**src/rtl/alu_writeback.sv**
```systemverilog
// alu_writeback: registers ALU results with flags, maintains the status register,
// sticky overflow and a saturating op counter, and buffers results in a 2-entry
// FIFO toward the register-file write port.
module alu_writeback #(
    parameter int DATA_W = 32,
    parameter int ADDR_W = 3,
    parameter int CNT_W  = 16
) (
    input  logic              clk,
    input  logic              rst_n,
    input  logic              in_valid,
    output logic              in_ready,
    input  logic [DATA_W-1:0] ALUoutput,
    input  logic              carry,
    input  logic              overflow,
    input  logic              equal,
    input  logic [ADDR_W-1:0] dest_addr,
    input  logic              wb_en,
    input  logic              flag_en,
    input  logic              clr_sticky,
    output logic              out_valid,
    input  logic              out_ready,
    output logic [DATA_W-1:0] out_data,
    output logic [ADDR_W-1:0] out_dest,
    output logic              out_wb_en,
    output logic [4:0]        status,
    output logic              sticky_ovf,
    output logic [CNT_W-1:0]  op_count
);

    logic [1:0][DATA_W-1:0] data_q;
    logic [1:0][ADDR_W-1:0] dest_q;
    logic [1:0]             wb_q;
    logic                   wr_ptr;
    logic                   rd_ptr;
    logic [1:0]             count;
    logic                   push;
    logic                   pop;

    assign push      = in_valid && in_ready;
    assign pop       = out_valid && out_ready;
    assign in_ready  = (count != 2'd2);
    assign out_valid = (count != 2'd0);

    // Head is read straight from the storage registers, so there is no
    // combinational path from the inputs to out_*.
    assign out_data  = data_q[rd_ptr];
    assign out_dest  = dest_q[rd_ptr];
    assign out_wb_en = wb_q[rd_ptr];

    // FIFO storage, pointers and occupancy; reset clears entries so out_* read 0
    always_ff @(posedge clk or negedge rst_n) begin
        if (!rst_n) begin
            data_q <= '0;
            dest_q <= '0;
            wb_q   <= '0;
            wr_ptr <= 1'b0;
            rd_ptr <= 1'b0;
            count  <= 2'd0;
        end else begin
            if (push) begin
                data_q[wr_ptr] <= ALUoutput;
                dest_q[wr_ptr] <= dest_addr;
                wb_q[wr_ptr]   <= wb_en;
                wr_ptr         <= ~wr_ptr;
            end
            if (pop) begin
                rd_ptr <= ~rd_ptr;
            end
            case ({push, pop})
                2'b10:   count <= count + 2'd1;
                2'b01:   count <= count - 2'd1;
                default: count <= count;
            endcase
        end
    end

    // Status {N,Z,V,C,EQ} updates when a flag-enabled result is accepted, not when popped
    always_ff @(posedge clk or negedge rst_n) begin
        if (!rst_n) begin
            status <= 5'b0;
        end else if (push && flag_en) begin
            status <= {ALUoutput[DATA_W-1], (ALUoutput == '0), overflow, carry, equal};
        end
    end

    // Sticky overflow: setting takes priority over a simultaneous clear
    always_ff @(posedge clk or negedge rst_n) begin
        if (!rst_n) begin
            sticky_ovf <= 1'b0;
        end else if (push && flag_en && overflow) begin
            sticky_ovf <= 1'b1;
        end else if (clr_sticky) begin
            sticky_ovf <= 1'b0;
        end
    end

    // Saturating count of accepted results
    always_ff @(posedge clk or negedge rst_n) begin
        if (!rst_n) begin
            op_count <= '0;
        end else if (push && (op_count != '1)) begin
            op_count <= op_count + CNT_W'(1);
        end
    end

endmodule

```
**config.mk**
```make
export PLATFORM = sky130hd
export DESIGN_NAME = alu_writeback
export DESIGN_NICKNAME = d
export VERILOG_FILES = /design/src/rtl/alu_writeback.sv
export SDC_FILE = /design/constraint.sdc
export NUM_CORES = 1
export LEC_CHECK = 0
export CAP_MARGIN = 20
export CORE_MARGIN = 2
export CORE_UTILIZATION = 50
export CTS_CLUSTER_SIZE = 14
export DETAILED_ROUTE_END_ITERATION = 6
export GPL_TIMING_DRIVEN = 0
export PLACE_DENSITY = 0.92
export REMOVE_ABC_BUFFERS = 1
export SLEW_MARGIN = 20
export SYNTH_ARGS = -nofsm -noshare
export SYNTH_HDL_FRONTEND = slang
export SYNTH_SLANG_ARGS = --single-unit
```
**constraint.sdc**
```tcl
create_clock -name clk -period 2 [get_ports clk]
set_input_delay 0.2 -clock clk [delete_from_list [all_inputs] [get_ports clk]]
set_output_delay 0.2 -clock clk [all_outputs]
set_load 0.02 [all_outputs]
```
# == Word level (Yosys, flattened, before mapping) ==
# Index checks and enable logic that the tools add are counted.
# op_classes
eq_ne,4
magnitude_cmp,3
reduce_logical,10
n_addsub,3
muxes,18
n_bitwise,2
# op_table
cell,n
2-to-1 mux 32 bit,3
bitwise mux 64 bit,1
demux 32 bit (select 1 bit),1
logical NOT 32 bit,1
adder 16 x 1 -> 16 bit (second input constant),1
inequality test 16 bit (second input constant),1
2-to-1 mux 3 bit,3
bitwise mux 6 bit,1
logical AND 1 bit,6
nonzero test 2 bit,3
2-to-1 mux 1 bit,5
less-than comparator 1 x 2 -> 1 bit (second input constant),2
one-hot mux 2 bit (2 select lines),1
demux 3 bit (select 1 bit),1
adder 2 x 1 -> 2 bit (second input constant),1
bitwise mux 2 bit,1
equality test 2 x 1 -> 1 bit (second input constant),1
equality test 2 bit (second input constant),1
inequality test 2 bit (second input constant),1
NOT 1 bit,2
subtractor 2 x 1 -> 2 bit (second input constant),1
demux 1 bit (select 1 bit),1
>= comparator 1 bit (second input constant),1
# totals
output_inout_bits,60
regBits,98

# == Longest topological paths before layout ==
# logic_depth
depth_word,5
depth_mapped,7
ltp_nobuf,6

# == Worst setup path after synthesis ==
# OpenSTA, ideal clock, no wires.
# synth_timing
kind,register to register
startpoint,register op_count[0]
endpoint,register op_count[1]
t_arrival_ns,1.798
stages_incl_launch_ff,7
n_path_buf,1
setup_slack_ns,0.078
setup_time_ns,0.125
period_less_slack_ns,1.922
path_cell_list,dfrtp_1 ha_1 and3_4 and3_1 buf_4 a21oi_1 mux2_2
# synth_via
elab_chain_cells,2
elab_cells_between_ends,3
# synth_lines
item,line,source
"start, declared",28,output logic [CNT_W-1:0] op_count
"start signal, assigned",103,op_count <= op_count + CNT_W'(1);
branches (longest 2 deep; another with adder 16 x 1 -> 16 bit),-,
# Several ways; the timed one is not identified.
# A chain may end at the register's enable or synchronous reset.

# == Worst setup path after layout ==
# layout_timing
startpoint,register rd_ptr
endpoint,output out_data[11]
# layout_via
elab_chain_cells,2
# layout_lines
item,line,source
"start, declared",35,logic rd_ptr;
"start signal, assigned",68,rd_ptr <= ~rd_ptr;
2-to-1 mux 32 bit (implied by the code) (2 in a row),47,assign out_data = data_q[rd_ptr];
"end, declared",23,"output logic [DATA_W-1:0] out_data,"
# Every way passes these cells. The select of a mux whose other input is x is not followed.

==> impl_results.md <==
* Clock transition at path regs at approximately 90 ps
* Synth warnings at 0
* Placed cells at between 500 and 600
* CTS tree: done
* Critical-path maximum fanout at 17
* Core box area at slightly below 9000 sq um
* Largest net degree at the start of global routing at 54
* Worst Max-Slew Pin Slew at about 570 ps
* Die area at just under 10,000 sq um
* Clock Path Buffers at 2
* Reg2reg setup slack at 130 ps
* Layout cells sized above 1 at between 30% and 40%
* Num ports at 105
* RSZ-0062 raised after global routing: false
* Ys flop type: dfrtp_1
* Die H at between 90 and 100 um
* Sequential area share after synthesis at 54.2%
* Die Wd at around 99 um
* Clk_skew at ~9.0 ps
* Reg2Reg Launch Point: op_count[0]
* IO Port Bufs at 104
* Hold Path Class: input port to asynchronous set/reset pin
* Leakage power at 2.51 nW
* Clock period minus worst slack at approximately 1900 ps
* Layout Cells excl Fill at roughly 530
* Worst path max stage delay at about 470 ps
* Worst vdd ir at ~1.0 mV
* Filler cells at between 600 and 700
* Nets at ~470
* FMAX at approximately 530 MHz
* Crit path kind: register to primary output
* Crit. End Element: primary output
* Drt drc at 0
* Crit path launch type: register
* Area delta synth->final at 30.5%
* CP Launch Point: rd_ptr
* GRT overflow at 0
* Antenna Nets Post-Route at 0
* Post-place setup slack at -443 ps
* Initial antenna violation count at 0
* Vias at between 2,000 and 3,000
* Num Clock Sinks at between 90 and 100
* Post-synth ARST share at 100%
* Netlist cell types at 38
* Drt first pass iters at 4
* Utilization after layout at 67.3%
* Crit path cell chain: buf_16 > mux2_2 > dlygate4sd2_1
* Cells after Synth at approximately 310
* EDFF count, synth at 0
* Final Worst Setup Slack at ~120 ps
* Pwr Density at 1620 nW/um^2
* Detailed Route WL at just under 10 mm
* Vias in the first global route at 3,234
* Max Cap Viol at 0
* Hold Vio Cnt, Final at 0
* Initial Utilization at roughly half
* Diodes inserted at 0
* Clock latency on the worst-skew pair at ~350 ps
* Critical-path top delay cell: dfrtp_4
* Count of state elements after synthesis at around 100
* Worst EP required at roughly 1800 ps
* Total track usage at a little over a fifth
* Clock root buffer: clkbuf_8
* Final Cycle Share at between 90% and 100%
* Routability cong. at around 0.74
* Syn avg cell area at 14.5 sq um
* Wire per inst at 18.6 um
* HPWL Detailed at between 6 and 7 mm
* H-tree depth at 3
* First-pass GRT wire length at about 16 mm
* Final setup viols at 0
* Inserted Clock Buffers at 9
* Status: completed
* Critical Path AT at between 1500 and 2000 ps
* DRT iter0 DRCs at 84
* Cell area after synthesis at 4520 sq um
* Relative slew slack at between 60% and 70%
* Vias per cell at 5.51
* Fin. max-slew vios at 0
* Cell Rows at 34
==> registers in the layout, indices dropped and copies added (netlist names) <==
signal,count
status,5
count,2
rd_ptr,1
sticky_ovf,1
dest_q,6
wr_ptr,1
op_count,16
data_q,64
wb_q,2
==> critical path: cells and delay by family, from the launching register on <==
family,cells,cell delay [ps]
buffers and inverters,2,510
DFF,1,470
muxes,1,340
==> through the flow <==
step / total power, mW / cell area (sq um) / hold slack, ps / TNS, ps
2_1_floorplan: 6.43 / 4400 / -95.6 / -1140
3_3_place_gp: 8.32 / 5570 / 463 / -309140
3_5_place_dp: 8.56 / 5630 / 158 / -22780
4_1_cts: 9.63 / 5890 / 340 / 0
5_1_grt: 10.1 / 5900 / 388 / 0
6_report: 9.54 / 5900 / 353 / 0
==> synthesized netlist by cell type (all sizes together), types with 2 or more instances <==
cell	count	area, sq um
nor2	3	27.5
and4	2	17.5
nor4	12	90.1
nand4	4	40.0
inv	5	18.8
nand2	8	32.5
xnor2	4	35.0
mux2	112	1260
dfrtp	98	2450
nand3	7	52.6
buf	14	121
a21oi	3	15.0
and3	5	41.3
xor2	14	123
and2	2	12.5
a211oi	7	82.6
ha	2	25.0
==> path summary, 6_finish.rpt <==
check	end	depth (start not counted)
worst min-delay path	op_count[3]	2
worst min register to register	status[3]	2
max in group asynchronous	rd_ptr	3
worst max register to register	op_count[1]	5
worst max-delay path	out_data[11]	3
min in group clk	sticky_ovf	2
==> layer usage <==
layer | global-route usage [%] | vias to the layer above | wire (um) | part of all wire [%]
li1 | - | 1349 | - | -
met1 | 26.4 | 1502 | 4220 | 43
met2 | 36.5 | 74 | 5120 | 52
met3 | 4.36 | 10 | 420 | 4.2
met4 | 6.22 | 0 | 140 | 1.4
met5 | 0 | - | 0 | 0
==> power by group <==
| group | switching (mW) | internal (mW) |
|---|---|---|
| Clock | 0.655 | 0.646 |
| Sequential | 0.570 | 2.90 |
| Combinational | 2.28 | 2.48 |
| Total | 3.50 | 6.03 |
==> final cells by class <==
cell class / instances / area, sq um / share of cell area, %
clock buffer: 12 / 155 / 2.63
clock inverter: 4 / 50.0 / 0.848
inverter: 5 / 18.8 / 0.318
multi-input combinational: 194 / 1960 / 33.2
sequential: 98 / 2460 / 41.6
tap: 108 / 135 / 2.29
timing repair buffer: 112 / 1130 / 19.1
==> layout by cell type (no fill, tap or decap), drive strengths merged, types with 5 or more instances in the layout <==
| cell | instances |
|---|---|
| nor4 | 12 |
| dfrtp | 98 |
| buf | 8 |
| nand3 | 7 |
| xor2 | 14 |
| dlygate4sd2 | 36 |
| and3 | 5 |
| a211oi | 7 |
| clkbuf | 12 |
| clkdlybuf4s50 | 67 |
| nand2 | 8 |
| inv | 5 |
| mux2 | 112 |
==> cell families after synthesis <==
| logic type | synth area share (%) |
|---|---|
| DFF | 54.2 |
| and+or+nand+nor | 7.33 |
| AOI/OAI and AO/OA | 3.32 |
| buffers and inverters | 3.18 |
| adders and majority gates | 0.553 |
| xor gates and xnor gates | 3.49 |
| muxes | 27.9 |
==> what timing repair did <==
| item | in CTS | in global routing |
|---|---|---|
| gates cloned | 1 | 0 |
| setup buffers | 5 | 0 |
| setup endpoints to repair | 109 | 3 |
| endpoints found under the hold margin | 45 | 0 |
| hold buffers | 1 | 0 |
| resized for setup | 39 | 3 |
| pin swaps | 2 | 0 |
Note: power is estimated with default switching activity, not from simulation.
